==> src/rtl/lectura_registros_pkg.sv <==
// Shared definitions for the dual read-port front end of the 8 x 16-bit register set.
package lectura_registros_pkg;

  localparam int WIDTH_DEF = 16;
  localparam int NREGS     = 8;
  localparam int AW        = $clog2(NREGS);

  typedef enum logic {
    EMPTY = 1'b0,
    FULL  = 1'b1
  } estado_t;

  // Reset fill bit for the response data register (all-zero word).
  localparam logic RSP_RST_BIT = 1'b0;

endpackage

==> src/rtl/puerto_lectura.sv <==
// Single read port: 8:1 mux with same-cycle write forwarding, EMPTY/FULL response
// state machine and the response register.
module puerto_lectura
  import lectura_registros_pkg::*;
#(
  parameter int WIDTH = WIDTH_DEF
) (
  input  logic                        clk,
  input  logic                        reset,
  input  logic [NREGS-1:0][WIDTH-1:0] q,
  input  logic [WIDTH-1:0]            d,
  input  logic [NREGS-1:0]            en,
  input  logic                        req_valid,
  input  logic [AW-1:0]               req_addr,
  output logic                        req_ready,
  output logic                        rsp_valid,
  output logic [WIDTH-1:0]            rsp_data,
  input  logic                        rsp_ready
);

  // A write landing on the addressed register this edge wins over its old contents.
  function automatic logic [WIDTH-1:0] sel_fwd(
    input logic [NREGS-1:0][WIDTH-1:0] regs,
    input logic [WIDTH-1:0]            wdata,
    input logic [NREGS-1:0]            wen,
    input logic [AW-1:0]               addr
  );
    return wen[addr] ? wdata : regs[addr];
  endfunction

  estado_t          state_p1;
  estado_t          state_nxt;
  logic             acc_p0;
  logic [WIDTH-1:0] data_p0;
  logic [WIDTH-1:0] data_p1;

  // Stage p0: request acceptance and read-data selection
  always_comb begin
    state_nxt = state_p1;
    req_ready = (state_p1 == EMPTY) || rsp_ready;
    acc_p0    = req_valid && req_ready;
    data_p0   = sel_fwd(q, d, en, req_addr);
    if (acc_p0) begin
      state_nxt = FULL;
    end else if (rsp_ready) begin
      state_nxt = EMPTY;
    end
  end

  // Stage p1: response state and snapshot register
  always_ff @(posedge clk or negedge reset) begin
    if (!reset) begin
      state_p1 <= EMPTY;
    end else begin
      state_p1 <= state_nxt;
    end
  end

  always_ff @(posedge clk or negedge reset) begin
    if (!reset) begin
      data_p1 <= {WIDTH{RSP_RST_BIT}};
    end else if (acc_p0) begin
      data_p1 <= data_p0;
    end
  end

  assign rsp_valid = (state_p1 == FULL);
  assign rsp_data  = data_p1;

endmodule

==> src/rtl/lectura_registros.sv <==
// Dual read-port front end: fans the register outputs and write bus out to two
// identical, independent read ports.
module lectura_registros
  import lectura_registros_pkg::*;
#(
  parameter int WIDTH = WIDTH_DEF
) (
  input  logic             clk,
  input  logic             reset,
  input  logic [WIDTH-1:0] q0,
  input  logic [WIDTH-1:0] q1,
  input  logic [WIDTH-1:0] q2,
  input  logic [WIDTH-1:0] q3,
  input  logic [WIDTH-1:0] q4,
  input  logic [WIDTH-1:0] q5,
  input  logic [WIDTH-1:0] q6,
  input  logic [WIDTH-1:0] q7,
  input  logic [WIDTH-1:0] d,
  input  logic             en0,
  input  logic             en1,
  input  logic             en2,
  input  logic             en3,
  input  logic             en4,
  input  logic             en5,
  input  logic             en6,
  input  logic             en7,
  input  logic             req_a_valid,
  input  logic [AW-1:0]    req_a_addr,
  output logic             req_a_ready,
  output logic             rsp_a_valid,
  output logic [WIDTH-1:0] rsp_a_data,
  input  logic             rsp_a_ready,
  input  logic             req_b_valid,
  input  logic [AW-1:0]    req_b_addr,
  output logic             req_b_ready,
  output logic             rsp_b_valid,
  output logic [WIDTH-1:0] rsp_b_data,
  input  logic             rsp_b_ready
);

  logic [NREGS-1:0][WIDTH-1:0] q_bus;
  logic [NREGS-1:0]            en_bus;

  assign q_bus  = {q7, q6, q5, q4, q3, q2, q1, q0};
  assign en_bus = {en7, en6, en5, en4, en3, en2, en1, en0};

  puerto_lectura #(.WIDTH(WIDTH)) u_puerto_a (
    .clk       (clk),
    .reset     (reset),
    .q         (q_bus),
    .d         (d),
    .en        (en_bus),
    .req_valid (req_a_valid),
    .req_addr  (req_a_addr),
    .req_ready (req_a_ready),
    .rsp_valid (rsp_a_valid),
    .rsp_data  (rsp_a_data),
    .rsp_ready (rsp_a_ready)
  );

  puerto_lectura #(.WIDTH(WIDTH)) u_puerto_b (
    .clk       (clk),
    .reset     (reset),
    .q         (q_bus),
    .d         (d),
    .en        (en_bus),
    .req_valid (req_b_valid),
    .req_addr  (req_b_addr),
    .req_ready (req_b_ready),
    .rsp_valid (rsp_b_valid),
    .rsp_data  (rsp_b_data),
    .rsp_ready (rsp_b_ready)
  );

endmodule

==> config.mk <==
export PLATFORM = sky130hd
export DESIGN_NAME = lectura_registros
export DESIGN_NICKNAME = d
export VERILOG_FILES = /design/src/rtl/lectura_registros_pkg.sv /design/src/rtl/puerto_lectura.sv /design/src/rtl/lectura_registros.sv
export SDC_FILE = /design/constraint.sdc
export NUM_CORES = 1
export LEC_CHECK = 0
export CAP_MARGIN = 20
export CORE_ASPECT_RATIO = 0.5
export CORE_MARGIN = 5
export CORE_UTILIZATION = 40
export DETAILED_ROUTE_END_ITERATION = 10
export GPL_TIMING_DRIVEN = 0
export PLACE_DENSITY = 0.9
export SETUP_SLACK_MARGIN = 0.2
export SLEW_MARGIN = 15
export SYNTH_ARGS = -nofsm -noshare
export SYNTH_HDL_FRONTEND = slang
export SYNTH_HIERARCHICAL = 1
export SYNTH_SLANG_ARGS = --single-unit
export TNS_END_PERCENT = 1
==> constraint.sdc <==
create_clock -name clk -period 1.93 [get_ports clk]
set_clock_uncertainty 0.05 [all_clocks]
set_input_delay 0.4825 -clock clk [delete_from_list [all_inputs] [get_ports clk]]
set_output_delay 0.4825 -clock clk [all_outputs]
set_load 0.05 [all_outputs]
-- Word-level counts from Yosys, hierarchy flattened
Index checks and enable logic that the tools add are counted.
- add/sub/neg operators: 0
- $mul: 0
- div/mod/pow operators: 0
- magnitude comparators: 2
- eq/ne operators: 0
- shift-type cells: 0
- mux-type cells: 14
- bitwise logic cells: 2
- reductions and logical operators: 6
- operators by type and width (kind ; count):
    binary-select mux 16 bit (select 3 bit) ; 2
    2-to-1 mux 16 bit ; 4
    less-than comparator 3 x 4 -> 1 bit, second input constant ; 2
    binary-select mux 1 bit (select 3 bit) ; 2
    2-to-1 mux 1 bit ; 6
    nonzero test 2 bit ; 2
    logical AND 1 bit ; 2
    logical OR 1 bit ; 2
    NOT 1 bit ; 2
- register bits: 34
- bits in latches: 0
- RAM bits: 0
- bits in read-only memories: 0
- input port bits: 164
- output and inout bits: 36
- memories kept: 0

-- Longest topological paths before layout
Gate-level depths: netlist (run 1).
- depth after elaboration: 4
- gate-level depth with buffers: 7

-- Hierarchy
The synthesis (run 1) kept the hierarchy.
- modules (own cells, without submodules) (module ; instances ; cells an instance ; area each (sq um) ; seq. area each (sq um)):
    puerto_lectura ; 2 ; 144 ; 1848.0 ; 425.4

-- Worst setup path before layout (run 1)
No wires, ideal clock.
- path kind: register to register
- start point: reg u_puerto_a.state_p1, in the netlist u_puerto_a/rsp_valid
- end point: reg u_puerto_a.data_p1[12], in the netlist u_puerto_a/rsp_data[12]
- setup time: 0.094 ns
- data arrival time: 2.184 ns
- data required time: 1.786 ns
- slack: -0.398 ns
- cell stages (with the launch flop): 8
- buffers on the path: 3
- period minus slack after synthesis: 2.328 ns
- path through: dfrtp_1 nand2b_1 and2_1 clkbuf_1 and3_4 buf_6 buf_6 a221oi_2
- cells in the longest elaborated chain, start to end: 3
- RTL lines (item ; RTL line ; RTL):
    start: declaration ; puerto_lectura.sv:31 ; estado_t state_p1;
    start signal: assignment ; puerto_lectura.sv:55 ; state_p1 <= state_nxt;
    NOT 1 bit ; puerto_lectura.sv:40 ; req_ready = (state_p1 == EMPTY) || rsp_ready;
    logical OR 1 bit ; puerto_lectura.sv:40 ;
    via req_a_ready ; lectura_registros.sv:29 ; output logic req_a_ready,
    logical AND 1 bit ; puerto_lectura.sv:41 ; acc_p0 = req_valid && req_ready;
    end signal: assignment ; puerto_lectura.sv:61 ; data_p1 <= {WIDTH{RSP_RST_BIT}};
    end signal: assignment ; puerto_lectura.sv:63 ; data_p1 <= data_p0;
    end: declaration ; puerto_lectura.sv:35 ; logic [WIDTH-1:0] data_p1;
The timed path passes the listed nets, and every way through them passes these cells.
A chain may end at the register's enable or synchronous reset.

-- Worst setup path after layout (run 1)
- start point: in req_a_addr[2]
- end point: reg u_puerto_a.data_p1[6], in the netlist u_puerto_a/rsp_data[6]
- cells in the longest elaborated chain, start to end: 3
- RTL lines (item ; RTL line ; RTL):
    start: declaration ; lectura_registros.sv:28 ; input logic [AW-1:0] req_a_addr,
    binary-select mux 16 bit (select 3 bit) or binary-select mux 1 bit (select 3 bit) (tied branches) ; puerto_lectura.sv:28 ; return wen[addr] ? wdata : regs[addr];
    2-to-1 mux 16 bit (not written as such) or 2-to-1 mux 1 bit (tied branches) ; puerto_lectura.sv:28 ;
    2-to-1 mux 16 bit (*) ; puerto_lectura.sv:28 ;
Every way passes the cells marked *; elsewhere a longest branch is shown, timed or not. The select of a mux whose other input is x is not followed.

==> run summary, run 1 <==
Status - finished, final reports clean
Setup-failing EPs final - 0
Critical path buffers and inverters - 4
Synthesized Nets - 452
Yosys cell types - 24
Height of the die - 78.0 um
Mapped Cells - 288
CTS buffer count - 5
Max-cap viol count - 0
EDFF count, synth - 0
Post-synth top flop - dfrtp_1
Yosys top cell by area - mux4_2
Final #Nets - 663
Post-Route Utilization - 0.721
Most frequent CP cell - buf_6
Clk sinks - 34
First-pass GRT wire length - 23,600 um
Synth area leaders - mux4_2 39%, dfrtp_1 23%, mux2i_1 10%
N_diodes - 0
Routed WL per cell - 26.8 um
Post-synth top area share - 0.390
WL final - 16,500 um
Clock latency on the worst-skew pair - 0.28 ns
Drc violations - 0
Top-Level Pins - 200
Initial Utilization - 0.417
Detail Route met3 WL - 1650 um
Tightest Pin Transition - 0.749 ns
Worst Path Arrival - 1.92 ns
Min Tclk post-route - 1.79 ns
Fin. Hold Viols - 0
Leading cell type by number of instances after synthesis - mux4_2
Core box area - 0.00886 mm2
Share of layout cells above drive strength 1 - 0.346
Port bufs - 195
Top delay family on crit path - buffers and inverters
Vias/cell - 6.24
Max Clock Freq - 558 MHz
Final hold slack - 0.215 ns
Sequential area share after synthesis - 0.230
CTS max path bufs - 2
Htree depth - 2
WL met2 - 8280 um
Final setup TNS - 0 ns
Rel. slew slack - 0.500
Static leakage - 2.61 nW
Initial antenna violation count - 0
Root Buffer Master - clkbuf_16
Area Overhead vs Synth - 72.7%
Vias post-DR - 3,852
Antenna Nets Post-Route - 0
Worst VDD drop - 0.471 mV
Final Max Slew Viols - 0
Worst EP required - 2.06 ns
Gp weighted congestion - 0.890
Largest net degree at the start of global routing - 35
RSZ-0062 raised after global routing - true
Post-Syn Area - 0.00370 mm2
GRT Total Usage - 0.270
Final cycle utilization of the critical path - 0.929
TritonCTS clock tree - done
Max layer used - met4
Crit path cell chain - dlygate4sd2_1, buf_6, nor2b_1, a2bb2oi_4, and3_4, buf_6, buf_12, a221oi_2
Iter 0 DRT Violations - 407
Clk pin slew, worst setup/hold paths - 0.06 ns
Max Fanout on Critical Path - 10
Synth warn - 6
Power Density - 631 mW/mm2
Crit path capture type - flip-flop
Number of global-route vias before repair - 4,050
Post-DP HPWL - 12,500 um
Hold WC Path Type - in2async
GR Overflow Total - 0
Syn_area_per_cell - 12.8 um2
Cts hold-fix bufs - 0
Async SR Flop Fraction - 1.00
Slowest stage cell, crit path - a221oi_2
Critical path class - in2reg
CP Launch Type - input pin
Die area - 0.0114 mm2
Fillers - 545
Number of synthesized register bits - 34
Die X - 146 um
DRT met1 WL - 5880 um
Rows - 24
DR pass1 iterations - 5
Max incr delay on CP - 0.28 ns
Synth cell count leaders - 64 x mux4_2, 38 x mux2i_1, 34 x dfrtp_1
## where the power goes
group / leakage [nW] / switching, mW / total [mW] / internal, mW
combinational: 2.15 / 1.21 / 2.18 / 0.970
sequential: 0.371 / 0.0920 / 0.946 / 0.854
clock: 0.0836 / 0.299 / 0.903 / 0.604
## placed cells by master, fill, tap and decap left out, types with 6 or more instances in the layout
cell / n
nor2_1: 31
dlymetal6s2s_1: 9
clkbuf_16: 6
clkdlybuf4s50_1: 144
inv_1: 32
mux4_2: 64
buf_4: 11
dfrtp_1: 32
clkdlybuf4s15_1: 12
mux2i_2: 16
a221oi_1: 10
a221oi_2: 17
mux2i_1: 19
dlygate4sd2_1: 27
buf_2: 6
clkbuf_2: 6
## final cells by class
cell class	instances	area [um2]	area share
well taps	117	146	0.0229
inverters	32	120	0.0188
repair buffers	204	2030	0.317
clock inverters	3	40.0	0.00627
flip-flops and latches	34	853	0.134
plain buffers	30	305	0.0478
multi-input cells	192	2770	0.434
clock buffers	5	125	0.0196
## metal layers
layer	vias to the layer above	GRT usage
li1	1592	-
met1	1959	0.319
met2	243	0.466
met3	58	0.0827
met4	0	0.115
met5	-	0
## state kept, by name (all words and copies together), names as in the netlist
signal,flops
u_puerto_a/rsp_valid,1
u_puerto_a/rsp_data,16
u_puerto_b/rsp_data,16
u_puerto_b/rsp_valid,1
## repair_timing
action	4_1_cts	5_1_grt
setup endpoints to repair	68	54
gates cloned	0	1
buffers inserted	5	3
pin swaps	6	5
gates resized for setup	95	47
## stage by stage
| step | cell area (um2) | power (mW) | cells | setup slack (ns) |
|---|---|---|---|---|
| after detailed placement | 5880 | 3.03 | 600 | -0.817 |
| after floorplan | 3790 | 2.16 | 288 | 0.114 |
| final | 6380 | 4.03 | 617 | 0.137 |
| after global placement | 5890 | 2.99 | 600 | -0.747 |
| after global routing | 6380 | 4.16 | 617 | 0.107 |
| after CTS | 6160 | 3.89 | 613 | -0.0146 |
## final timing paths
check / startpoint / slack, ns / cells past startpoint / endpoint
max: req_a_addr[2] / 0.14 / 8 / u_puerto_a/rsp_data[6]
min: reset / 0.22 / 1 / u_puerto_b/rsp_data[9]
max reg2reg: u_puerto_a/rsp_valid / 0.31 / 7 / u_puerto_a/rsp_data[6]
min reg2reg: u_puerto_a/rsp_valid / 0.49 / 2 / u_puerto_a/rsp_valid
max in group asynchronous: reset / 1.09 / 1 / u_puerto_a/rsp_valid
min in group clk: req_a_valid / 0.43 / 2 / u_puerto_a/rsp_valid
## cells by family after synthesis
| family | synth area share |
|---|---|
| multiplexers | 0.501 |
| AO/OA/AOI/OAI | 0.131 |
| AND/OR/NAND/NOR | 0.0575 |
| flip-flops | 0.230 |
| buffers and inverters | 0.0806 |
Power figures use the tool's default switching activity.
==> run 2, diff against run 1 <==
clock period = 1.92 ns   (was 1.93 ns; I/O delays follow)
==> run summary, run 2 (same netlist as run 1, synthesis figures left out) <==
Power Density - 633 mW/mm2 (+0.39%)
Largest net degree at the start of global routing - 35 (unchanged)
Min Tclk post-route - 1.80 ns
Post-route cell area - 0.00638 mm2 (about the same)
Tightest Pin Transition - 0.757 ns (+0.00807 ns)
Hold WC Path Type - in2async
Vias/cell - 6.21 (-0.48%)
Design Power - 4.04 mW (+0.33%)
Pre-CTS setup slack - -0.824 ns (-0.00750 ns)
Initial antenna violation count - 0 (unchanged)
Gp weighted congestion - 0.890 (unchanged)
Area Overhead vs Synth - 72.6% (about the same)
Fillers - 544 (-0.18%)
Iter 0 DRT Violations - 366 (-10%)
CTS max path bufs - 2 (unchanged)
Drc violations - 0 (unchanged)
DR pass1 iterations - 5 (unchanged)
Worst EP required - 2.00 ns (-0.06 ns)
Number of global-route vias before repair - 4,032 (-0.44%)
Post-Layout Cell Count - 619 (+0.32%)
Clk pin slew, worst setup/hold paths - 0.05 ns (about the same)
GRT Total Usage - 0.270 (about the same)
Final #Nets - 665 (+0.30%)
Final worst slack - 0.123 ns (-0.0138 ns)
Rows - 24 (unchanged)
Share of layout cells above drive strength 1 - 0.351 (+0.00460)
Final cycle utilization of the critical path - 0.936
Max Clock Freq - 557 MHz
Worst VDD drop - 0.468 mV (-0.58%)
RSZ-0062 raised after global routing - true
Most frequent cells in the layout - 144 x clkdlybuf4s50_1, 64 x mux4_2, 32 x inv_1, 32 x dfrtp_1, 31 x nor2_1
WL final - 16,500 um (about the same)
Clock latency on the worst-skew pair - 0.27 ns (about the same)
N_diodes - 0 (unchanged)
Top-Level Pins - 200 (unchanged)
Rel. slew slack - 0.495 (-0.00538)
Most common cell after layout, fill and taps aside - clkdlybuf4s50_1
Antenna Nets Post-Route - 0 (unchanged)
Clk sinks - 34 (unchanged)
Crit path capture type - flip-flop
GR Overflow Total - 0 (unchanged)
Storage cell area - 853 um2 (unchanged)
Root Buffer Master - clkbuf_16
Static leakage - 2.60 nW (-0.23%)
Max Fanout on Critical Path - 10 (unchanged)
Height of the die - 78.0 um (unchanged)
Die X - 146 um (unchanged)
Die area - 0.0114 mm2 (unchanged)
Placed cells - 600 (unchanged)
First-pass GRT wire length - 23,600 um (-0.12%)
Port bufs - 195 (unchanged)
Setup-failing EPs final - 0 (unchanged)
Fin. Hold Viols - 0 (unchanged)
Critical path class - in2reg
CP Launch Type - input pin
Max-cap viol count - 0 (unchanged)
Core box area - 0.00886 mm2 (unchanged)
TritonCTS clock tree - done
Cts hold-fix bufs - 0 (unchanged)
Cell count of the worst reg-to-reg path - 7 (unchanged)
Post-DP Area - 0.00588 mm2 (unchanged)
Initial Utilization - 0.417 (unchanged)
Vias post-DR - 3,846 (-0.16%)
Htree depth - 2 (unchanged)
CTS buffer count - 5 (unchanged)
Final Max Slew Viols - 0 (unchanged)
Routed WL per cell - 26.7 um (-0.32%)
Worst Path Arrival - 1.88 ns (-0.04 ns)
Post-DP HPWL - 12,500 um (unchanged)
Footprint of the multi-input gates - 0.00277 mm2 (+0.14%)
Status - finished, final reports clean
run 2: cell count changes in the layout (fill, tap and decap cells not counted):
| cell | previous run | this run |
|---|---|---|
| buf_4 | 11 | 14 |
| buf_2 | 6 | 8 |
| clkdlybuf4s15_1 | 12 | 14 |
| a21oi_1 | 4 | 3 |
| a21oi_2 | 0 | 1 |
| buf_12 | 5 | 4 |
| buf_6 | 5 | 4 |
| clkbuf_4 | 3 | 2 |
| dlygate4sd2_1 | 27 | 26 |
| dlymetal6s2s_1 | 9 | 8 |
run 2: power by group:
part / switching (mW) / total [mW] / internal, mW
Sequential: 0.0919 / 0.950 / 0.858
Clock: 0.294 / 0.900 / 0.606
Combinational: 1.22 / 2.19 / 0.974
Total: 1.60 / 4.04 / 2.44
run 2: area by class of cell:
| class | instances | share of cell area |
|---|---|---|
| Buffer | 30 | 0.0469 |
| Inverter | 32 | 0.0188 |
| Multi-Input combinational cell | 192 | 0.435 |
| Sequential cell | 34 | 0.134 |
| Timing Repair Buffer | 206 | 0.317 |
| Clock buffer | 5 | 0.0196 |
| Clock inverter | 3 | 0.00627 |
| Tap cell | 117 | 0.0229 |
run 2: what timing repair did:
action                                  4_1_cts  5_1_grt
buffers inserted                              5        5
pin swaps                                     7        5
endpoints found under the hold margin         0        0
endpoints found under the setup margin       68       61
resized for setup                            98       43
cloned                                        0        1
run 2: worst max-delay path, cell delays in order:
cell	delay (ns)
clkbuf_2	0.24
buf_2	0.35
mux4_2	0.37
mux2i_2	0.29
a221oi_1	0.15
run 2: metrics by stage:
stage	hold WS, ns	utilization	TNS [ns]
after detailed placement	0.482	0.664	-19.70
final	0.217	0.720	0
after CTS	0.241	0.694	-0.0482
after global placement	0.468	0.665	-32.49
after floorplan	0.134	-	0
after global routing	0.286	0.720	0
run 2: worst paths after layout:
| check | end | from | slack [ns] |
|---|---|---|---|
| setup / recovery | u_puerto_b/rsp_data[9] | req_b_addr[1] | 0.12 |
| hold / removal | u_puerto_b/rsp_data[9] | reset | 0.22 |
| setup reg to reg | u_puerto_a/rsp_data[6] | u_puerto_a/rsp_valid | 0.32 |
| hold reg to reg | u_puerto_a/rsp_valid | u_puerto_a/rsp_valid | 0.49 |
| max in group asynchronous | u_puerto_a/rsp_valid | reset | 1.07 |
| min in group clk | u_puerto_a/rsp_valid | req_a_valid | 0.42 |
run 2: metal layers:
layer | part of all wire | global-route usage | vias up | routed length [um]
met5 | 0 | 0 | - | 0
li1 | - | - | 1589 | -
met1 | 0.35 | 0.322 | 1945 | 5850
met2 | 0.50 | 0.465 | 252 | 8250
met3 | 0.10 | 0.0792 | 60 | 1650
met4 | 0.046 | 0.112 | 0 | 759
